$ cat src/rtl/morse_pkg.sv
// -----------------------------------------------------------------------------
// morse_pkg
// Shared definitions for the Morse transmitter (transmissor_morse) and its
// unit prescaler (gerador_unidade).
//
// Contents:
//   state_t       2-bit FSM state type
//   IDLE..GAP     FSM state encodings (IDLE=0, MARK=1, SPACE=2, GAP=3)
//   *_UNITS       durations, in Morse time units, of each keyed interval
//   SYMBOLS       number of symbols in one code word (m[4] first)
//   last_unit()   helper that turns a duration into the final unit index
// -----------------------------------------------------------------------------
package morse_pkg;

   typedef logic [1:0] state_t;

   localparam state_t IDLE  = 2'd0;
   localparam state_t MARK  = 2'd1;
   localparam state_t SPACE = 2'd2;
   localparam state_t GAP   = 2'd3;

   localparam int DOT_UNITS   = 1;
   localparam int DASH_UNITS  = 3;
   localparam int SPACE_UNITS = 1;
   localparam int GAP_UNITS   = 3;
   localparam int SYMBOLS     = 5;

   // The unit counter runs 0..units-1, so a state ends on the tick seen
   // while the counter holds units-1.
   function automatic logic [1:0] last_unit(input int units);
      return 2'(units - 1);
   endfunction

endpackage

$ cat src/rtl/transmissor_morse_gerador_unidade.sv
// -----------------------------------------------------------------------------
// gerador_unidade
// Prescaler that divides the clock into Morse time units. An 8-bit counter
// runs 0..UNIT_CYCLES-1 and raises tick for one cycle at the last count, then
// wraps. Asserting clear restarts the count so a new state always gets a full
// unit before its first tick.
//
// Parameters:
//   UNIT_CYCLES  clock cycles per unit (1..255)
// Ports:
//   clk    input   clock, rising edge
//   reset  input   asynchronous active-low reset
//   clear  input   restart the count from zero on the next edge
//   tick   output  one-cycle pulse at the last cycle of each unit
// -----------------------------------------------------------------------------
module gerador_unidade #(
   parameter int UNIT_CYCLES = 4
) (
   input  logic clk,
   input  logic reset,
   input  logic clear,
   output logic tick
);

   localparam logic [7:0] LAST_COUNT = 8'(UNIT_CYCLES - 1);

   logic [7:0] count_reg;

   // tick deliberately does not depend on clear: clear is derived from the
   // FSM next-state, which itself depends on tick.
   assign tick = (count_reg == LAST_COUNT);

   always_ff @(posedge clk or negedge reset) begin
      if (!reset) begin
         count_reg <= '0;
      end else if (clear || tick) begin
         count_reg <= '0;
      end else begin
         count_reg <= count_reg + 8'd1;
      end
   end

endmodule

$ cat src/rtl/transmissor_morse.sv
// -----------------------------------------------------------------------------
// transmissor_morse
// Keys out a 5-symbol Morse code word. m[4] is sent first; 1 = dash (3 units
// of tone), 0 = dot (1 unit). Symbols are separated by a 1-unit space and the
// word ends with a 3-unit gap, after which done pulses for one cycle.
//
// Optional feature (macro TRANSMISSOR_BUFFER_EN): a one-entry request buffer
// lets a second word be accepted while busy; it is started straight from the
// end of the current gap without passing through IDLE.
//
// Parameters:
//   UNIT_CYCLES  clock cycles per Morse unit (1..255)
// Ports:
//   clk    input        clock, rising edge
//   reset  input        asynchronous active-low reset
//   ready  input        request to send the code on m
//   m      input [4:0]  code word, m[4] sent first
//   ack    output       combinational, high in the cycle a request is taken
//   key    output       registered, high while the tone is on
//   busy   output       registered, high while a word is being sent
//   done   output       registered, one-cycle pulse after the final gap
// -----------------------------------------------------------------------------
module transmissor_morse
   import morse_pkg::*;
#(
   parameter int UNIT_CYCLES = 4
) (
   input  logic       clk,
   input  logic       reset,
   input  logic       ready,
   input  logic [4:0] m,
   output logic       ack,
   output logic       key,
   output logic       busy,
   output logic       done
);

   state_t     state_reg, state_next;
   logic [4:0] shift_reg, shift_next;
   logic [2:0] idx_reg, idx_next;
   logic [1:0] unit_reg, unit_next;
   logic       key_reg, busy_reg, done_reg;
   logic       done_next;

   logic       tick;
   logic       prescaler_clear;
   logic [1:0] unit_last;
   logic       state_end;
   logic       accept_idle;
   logic       accept_buf;

`ifdef TRANSMISSOR_BUFFER_EN
   logic       buf_valid_reg, buf_valid_next;
   logic [4:0] buf_code_reg, buf_code_next;
`endif

   // ---------------------------------------------------------------------
   // Unit prescaler. Held cleared in IDLE and restarted on every state
   // change so each interval is an exact multiple of UNIT_CYCLES.
   // ---------------------------------------------------------------------
   gerador_unidade #(
      .UNIT_CYCLES(UNIT_CYCLES)
   ) u_gerador_unidade (
      .clk  (clk),
      .reset(reset),
      .clear(prescaler_clear),
      .tick (tick)
   );

   assign prescaler_clear = (state_reg == IDLE) || (state_next != state_reg);

   // ---------------------------------------------------------------------
   // Request acceptance
   // ---------------------------------------------------------------------
   assign accept_idle = ready && (state_reg == IDLE);

`ifdef TRANSMISSOR_BUFFER_EN
   assign accept_buf = ready && (state_reg != IDLE) && !buf_valid_reg;
`else
   assign accept_buf = 1'b0;
`endif

   assign ack = accept_idle || accept_buf;

   // ---------------------------------------------------------------------
   // Duration of the current state, as the index of its final unit
   // ---------------------------------------------------------------------
   always_comb begin
      unit_last = 2'd0;
      case (state_reg)
         MARK:    unit_last = shift_reg[4] ? last_unit(DASH_UNITS)
                                           : last_unit(DOT_UNITS);
         SPACE:   unit_last = last_unit(SPACE_UNITS);
         GAP:     unit_last = last_unit(GAP_UNITS);
         default: unit_last = 2'd0;
      endcase
   end

   assign state_end = tick && (unit_reg == unit_last);

   // ---------------------------------------------------------------------
   // Next-state logic
   // ---------------------------------------------------------------------
   always_comb begin
      state_next = state_reg;
      shift_next = shift_reg;
      idx_next   = idx_reg;
      done_next  = 1'b0;
`ifdef TRANSMISSOR_BUFFER_EN
      buf_valid_next = buf_valid_reg;
      buf_code_next  = buf_code_reg;
      if (accept_buf) begin
         buf_valid_next = 1'b1;
         buf_code_next  = m;
      end
`endif

      case (state_reg)
         IDLE: begin
            if (accept_idle) begin
               state_next = MARK;
               shift_next = m;
               idx_next   = 3'd0;
            end
         end

         MARK: begin
            if (state_end) begin
               // The last symbol is followed by the word gap instead of
               // the inter-symbol space.
               if (idx_reg < 3'(SYMBOLS - 1)) begin
                  state_next = SPACE;
               end else begin
                  state_next = GAP;
               end
            end
         end

         SPACE: begin
            if (state_end) begin
               state_next = MARK;
               idx_next   = idx_reg + 3'd1;
               shift_next = {shift_reg[3:0], 1'b0};
            end
         end

         GAP: begin
            if (state_end) begin
               done_next  = 1'b1;
               state_next = IDLE;
`ifdef TRANSMISSOR_BUFFER_EN
               // Chain straight into the next word. A request arriving in
               // this very cycle (buffer empty) is started directly rather
               // than parked in the buffer.
               if (buf_valid_reg) begin
                  state_next     = MARK;
                  shift_next     = buf_code_reg;
                  idx_next       = 3'd0;
                  buf_valid_next = 1'b0;
               end else if (accept_buf) begin
                  state_next     = MARK;
                  shift_next     = m;
                  idx_next       = 3'd0;
                  buf_valid_next = 1'b0;
               end
`endif
            end
         end

         default: begin
            state_next = IDLE;
         end
      endcase
   end

   // Unit counter: restarts on every state change, so it never wraps in
   // the middle of a state (largest index used is DASH/GAP = 2).
   always_comb begin
      unit_next = unit_reg;
      if ((state_reg == IDLE) || (state_next != state_reg)) begin
         unit_next = 2'd0;
      end else if (tick) begin
         unit_next = unit_reg + 2'd1;
      end
   end

   // ---------------------------------------------------------------------
   // State and registered outputs
   // ---------------------------------------------------------------------
   always_ff @(posedge clk or negedge reset) begin
      if (!reset) begin
         state_reg <= IDLE;
         shift_reg <= '0;
         idx_reg   <= '0;
         unit_reg  <= '0;
         key_reg   <= 1'b0;
         busy_reg  <= 1'b0;
         done_reg  <= 1'b0;
      end else begin
         state_reg <= state_next;
         shift_reg <= shift_next;
         idx_reg   <= idx_next;
         unit_reg  <= unit_next;
         key_reg   <= (state_next == MARK);
         busy_reg  <= (state_next != IDLE);
         done_reg  <= done_next;
      end
   end

`ifdef TRANSMISSOR_BUFFER_EN
   always_ff @(posedge clk or negedge reset) begin
      if (!reset) begin
         buf_valid_reg <= 1'b0;
         buf_code_reg  <= '0;
      end else begin
         buf_valid_reg <= buf_valid_next;
         buf_code_reg  <= buf_code_next;
      end
   end
`endif

   assign key  = key_reg;
   assign busy = busy_reg;
   assign done = done_reg;

endmodule
$ cat config.mk
export PLATFORM = sky130hd
export DESIGN_NAME = transmissor_morse
export DESIGN_NICKNAME = d
export VERILOG_FILES = /design/src/rtl/morse_pkg.sv /design/src/rtl/transmissor_morse_gerador_unidade.sv /design/src/rtl/transmissor_morse.sv
export SDC_FILE = /design/constraint.sdc
export NUM_CORES = 1
export LEC_CHECK = 0
export CAP_MARGIN = 20
export CORE_MARGIN = 5
export CORE_UTILIZATION = 50
export DETAILED_ROUTE_END_ITERATION = 8
export PLACE_DENSITY_LB_ADDON = 0.12
export SYNTH_ARGS = -nofsm -noshare
export SYNTH_HDL_FRONTEND = slang
export SYNTH_HIERARCHICAL = 1
export SYNTH_SLANG_ARGS = --single-unit
$ cat constraint.sdc
create_clock -name clk -period 2.9 [get_ports clk]
set_clock_uncertainty 0.2 [all_clocks]
set_input_delay 0.58 -clock clk [delete_from_list [all_inputs] [get_ports clk]]
set_output_delay 0.58 -clock clk [all_outputs]
set_load 0.02 [all_outputs]
# Word level (Yosys, flattened, before mapping)
# Index checks and enable logic that the tools add are counted.
word_totals:
  out_inout_bits: 4
  latchBits: 0
  regBits: 23
  n_memories: 0
  ramBits: 0
  mem_bits_ro: 0
op_classes:
  n_div: 0
  addsub: 3
  bitwise: 0
  n_mux: 19
  reduce_logical: 9
  order_cmp: 1
  shift: 0
  eq_ne: 9
  n_mul: 0
ops:
  columns: ["operator", "n"]
  rows:
  - ["$mux W2", 7]
  - ["$mux W5", 2]
  - ["$pmux W5 S2", 1]
  - ["$add A8 B1 Y8 const B", 1]
  - ["$eq A8 B2 Y1 const B", 1]
  - ["$mux W8", 1]
  - ["$pmux W2 S4", 1]
  - ["$mux W3", 2]
  - ["$pmux W3 S2", 1]
  - ["$reduce_bool A2 Y1", 3]
  - ["$eq A2 B1 Y1 const B", 2]
  - ["$eq A2 B2 Y1 const B", 2]
  - ["$ne A2 B2 Y1 const B", 2]
  - ["$pmux W2 S2", 1]
  - ["$add A3 B1 Y3 const B", 1]
  - ["$lt A3 B3 Y1 const B", 1]
  - ["$mux W1", 3]
  - ["$reduce_and A3 Y1", 1]
  - ["$add A2 B1 Y2 const B", 1]
  - ["$eq A2 B2 Y1", 1]
  - ["$logic_and A1 B1 Y1", 2]
  - ["$logic_not A2 Y1", 1]
  - ["$logic_or A1 B1 Y1", 2]
  - ["$ne A2 B2 Y1", 1]

# Longest topological paths before layout
logic_depth:
  ltp_word: 10
  ltp_mapped: 10

# By module
# Netlist, hierarchy kept.
modules_own_cells:
  columns: ["module", "area_per_inst_um2", "seq_area_each_um2", "cells_per_inst", "n_inst"]
  rows:
  - ["transmissor_morse", 880.8, 375.4, 88, 1]
  - ["gerador_unidade", 407.9, 200.2, 39, 1]

# Least setup slack after synthesis
# No wires, ideal clock.
synth_path:
  path_kind: "reg2reg"
  from: "reg u_gerador_unidade.count_reg[0]"
  to: "reg u_gerador_unidade.count_reg[2]"
  t_arrival_ns: 2.693
  n_path_buf: 1
  period_less_slack_ns: 3.030
  path_stages_with_launch: 11
  path_slack_ns: -0.130
  cell_sequence: "dfrtp_1 > ha_1 > or4b_4 > nor4_1 > or3b_1 > buf_2 > a21o_1 > o311ai_1 > inv_1 > o41ai_4 > nor2_1"
synth_between:
  elab_chain_cells: 8
synth_lines:
  columns: ["item", "line_no", "source"]
  rows:
  - ["start: declaration", "transmissor_morse_gerador_unidade.sv:27", "logic [7:0] count_reg;"]
  - ["start signal: assignment", "transmissor_morse_gerador_unidade.sv:39", "count_reg <= count_reg + 8'd1;"]
  - ["$eq A8 B2 Y1 (*)", "transmissor_morse_gerador_unidade.sv:31", "assign tick = (count_reg == LAST_COUNT);"]
  - ["named net tick", "transmissor_morse.sv:45", "logic tick;"]
  - ["$logic_and A1 B1 Y1 (*)", "transmissor_morse.sv:99", "assign state_end = tick && (unit_reg == unit_last);"]
  - ["$mux W2 (on tied branches)", "transmissor_morse.sv:148, transmissor_morse.sv:128, transmissor_morse.sv:140", null]
  - ["$pmux W2 S4 (*)", "transmissor_morse.sv:118", "case (state_reg)"]
  - ["$ne A2 B2 Y1 (*)", "transmissor_morse.sv:70", "assign prescaler_clear = (state_reg == IDLE) || (state_next != state_reg);"]
  - ["$logic_or A1 B1 Y1 (*)", "transmissor_morse.sv:70", null]
  - ["named net prescaler_clear", "transmissor_morse.sv:46", "logic prescaler_clear;"]
  - ["$logic_or A1 B1 Y1 (*)", "transmissor_morse_gerador_unidade.sv:36", "end else if (clear || tick) begin"]
  - ["$mux W8 (*)", "transmissor_morse_gerador_unidade.sv:36", null]
# Mark *: on every way through the listed nets, which the timed path passes. The rest lies on a longest branch.
# A chain may end at the register's enable or synchronous reset.

# Worst setup path in the final report
layout_path:
  from: "reg u_gerador_unidade.count_reg[0]"
  to: "reg u_gerador_unidade.count_reg[4]"
# The elaborated chain is that of the path after synthesis.

==> impl_results.md <==
- Worst setup margin: 195 ps
- Clk pin slew, worst setup/hold paths: 120 ps
- CP max-delay cell: or4b_4
- DR top layer: met4
- Vias: 1010
- Starting density of the core: 52.0%
- Commonest cells after routing, fill and taps aside: dfrtp_1 (22), clkdlybuf4s50_1 (11), buf_4 (10), mux2_2 (8)
- Met2 wire length: 1250 um
- Antenna diodes: 0
- Tmin final: 2710 ps
- Critical Path Source: u_gerador_unidade/count_reg[0]
- Clock Sink Count: 23
- Fin nets: 157
- Die height: 60.8 um
- FF+latch count, synth: 23
- Final period util: 93.3%
- Post-CTS Hold Buffers: 0
- Cell Count, Final, Fillers Out: 175
- Met3 WL: 77 um
- PortBufs: 11
- VDD IR-drop max: 0.000582 V
- Post-DP HPWL: 1810 um
- TritonCTS clock tree: done
- Crit path largest cell delay: 510 ps
- H-tree depth: 1
- Critical path class: flip-flop to flip-flop
- Reg-to-Reg End: u_gerador_unidade/count_reg[4]
- CP Data Arrival Time: 2690 ps
- DRT Pass-1 Iters: 4
- DIE WIDTH: 60.8 um
- Syn Inst Count: 127
- CP Cell Sequence: ha_1, or4b_4, nor4_4, buf_4, nor2b_1, nand4_1, o311ai_1, inv_1, o41ai_4, nor2_1
- Vias in the first global route: 1028
- Fillers: 237
- Synth top area share: 44.7%
- Seq/Total Area, Yosys: 44.7%
- CTS Buf Count: 3
- P per Cell Area: 945 mW/mm^2
- Worst Path Required: 2890 ps
- IO Count: 12
- First-pass GRT wire length: 4550 um
- Critical path depth: 10
- Crit Path Max Fanout: 7
- Final wirelength: 2600 um
- Max Root-Sink Buffers: 2
- Post-Syn Nets: 138
- Worst setup path end: u_gerador_unidade/count_reg[4]
- Area of the die: 0.00369 sq mm
- Post-synth top area cell: dfrtp_1
- Placement Setup Slack: 105 ps
- Leakage: 0.633 nW
- Highest clock rate: 370 MHz
- ANT nets after route: 0
- Avg Cell Area, Syn: 10.1 sq um
- Count of cell types in the netlist: 37
- Synthesis-to-finish area growth: 18.3%
- CORE AREA: 0.00248 sq mm
- Least-Margin Pin Slew: 472 ps
- Clock Tree Root: clkbuf_4
- Average wire per cell in the routed design: 14.9 um
- Max-slew headroom: 68.4%
- Vias per cell: 5.77
- Commonest non-fill, non-tap cell in the layout: dfrtp_1
- Worst r2r src: u_gerador_unidade/count_reg[0]
- Clock latency on the worst-skew pair: 310 ps
- Area contributors post-synth: dfrtp_1 (45%), mux2_2 (7.0%), nor2b_1 (3.4%), ha_1 (2.9%), nand3_1 (2.7%)
- Max_cap viols: 0
- Pin count of the biggest net entering global routing: 25
- Min-Delay Path Class: flip-flop to flip-flop
- CP bufs+invs: 2
- Final Hold Viols: 0
- Setup-failing EPs final: 0
- Setup Total Neg Slack: 0 ps
- Rows: 18
- Slew Limit Fails: 0
- CP startpoint kind: flip-flop
- Initial drt markers: 22
- Netlist Area Pre-Place: 0.00129 sq mm
- Max FFs per register: 8
- Setup crit end kind: flip-flop
- Layout cells sized above 1: 17.9%
- Setup slack, reg-to-reg: 190 ps
- DP Cell Count: 167
- Syn. warnings: 6
- Status: completed
- Grt ovf: 0
- R2R cell count: 10
- Initial antenna violation count: 0
- Routability Congestion: 0.745
- CP top delay family: simple AND/OR/NAND/NOR gates
- Total GRT Usage: 16.2%
- # DRC: 0
- Met1 wire length: 1260 um
[synthesized netlist by cell type]
| cell type | count |
|---|---|
| a31oi_1 | 1 |
| xor2_1 | 4 |
| nor2_1 | 6 |
| o31a_1 | 1 |
| ha_1 | 3 |
| o311ai_1 | 4 |
| o211ai_1 | 4 |
| nand2b_1 | 3 |
| o2bb2ai_1 | 1 |
| or3b_1 | 1 |
| nor2b_1 | 7 |
| mux2_2 | 8 |
| nor4_1 | 1 |
| o41ai_4 | 1 |
| and3b_1 | 2 |
| or3_1 | 3 |
| or2b_1 | 1 |
| a21oi_2 | 1 |
| a311oi_1 | 1 |
| nand2_1 | 6 |
| clkbuf_1 | 4 |
| or4b_4 | 1 |
| a21oi_1 | 5 |
| o21bai_1 | 1 |
| buf_2 | 3 |
| nand3_1 | 7 |
| nand4_1 | 2 |
| inv_1 | 7 |
| a21o_1 | 2 |
| xnor2_1 | 1 |
| a221oi_1 | 1 |
| o22ai_1 | 1 |
| o21ai_0 | 7 |
| a32oi_1 | 1 |
| nand4bb_1 | 1 |
| or2_0 | 1 |
| dfrtp_1 | 23 |
[per-layer routing]
metal | vias to the layer above | GRT usage (%)
met5 | - | 0
met2 | 13 | 26.4
met3 | 2 | 2.77
met1 | 496 | 21.4
li1 | 499 | -
met4 | 0 | 6.50
[through the flow]
| step | hold WS, ps | utilization (%) | power [mW] | area, sq um |
|---|---|---|---|---|
| after floorplan | 84.4 | - | 1.07 | 1290 |
| after CTS | 330 | 59.9 | 1.40 | 1480 |
| after global placement | 291 | 58.8 | 1.22 | 1460 |
| final | 286 | 61.5 | 1.44 | 1520 |
| after detailed placement | 300 | 58.8 | 1.25 | 1460 |
| after global routing | 307 | 61.5 | 1.58 | 1520 |
[repair_timing]
action	in CTS	in global routing
setup buffers	0	4
resized for setup	0	2
endpoints found under the setup margin	0	12
[cell families after synthesis]
logic type               synth area share [%]
buffers and inverters                    4.37
multiplexers                             6.99
AND/OR/NAND/NOR                          19.0
adder cells (fa/ha/maj)                  2.91
AO/OA/AOI/OAI                            18.6
XOR/XNOR                                 3.40
flip-flops                               44.7
[where the power goes]
part | total (mW) | switching (mW) | internal (mW)
clock network | 0.149 | 0.0953 | 0.0536
logic | 0.700 | 0.345 | 0.355
registers | 0.592 | 0.149 | 0.442
[final cells by class]
| type | instances | area (sq um) | area share (%) |
|---|---|---|---|
| Clock buffer | 4 | 26.3 | 1.72 |
| Inverter | 7 | 26.3 | 1.72 |
| Multi-Input combinational cell | 90 | 672 | 44.1 |
| Sequential cell | 23 | 577 | 37.8 |
| Tap cell | 30 | 37.5 | 2.46 |
| Timing Repair Buffer | 21 | 185 | 12.2 |
[worst register-to-register path, stage by stage, from the launching register on]
cell and delay (ps):
dfrtp_2 420, ha_1 170, or4b_4 510, nor4_4 240, buf_4 210, nor2b_1 170, nand4_1 180, o311ai_1 160
inv_1 130, o41ai_4 110, nor2_1 100
[worst min path at each step]
stage	slack [ps]	end	depth (start not counted)	start
3_5_place_dp	300	shift_reg[2]	1	shift_reg[2]
5_1_grt	310	u_gerador_unidade/count_reg[0]	1	u_gerador_unidade/count_reg[0]
2_1_floorplan	80	busy	0	reset
6_report	290	u_gerador_unidade/count_reg[0]	1	u_gerador_unidade/count_reg[0]
3_3_place_gp	290	shift_reg[2]	1	shift_reg[2]
4_1_cts	330	shift_reg[2]	1	shift_reg[2]
Power figures use the tool's default switching activity.
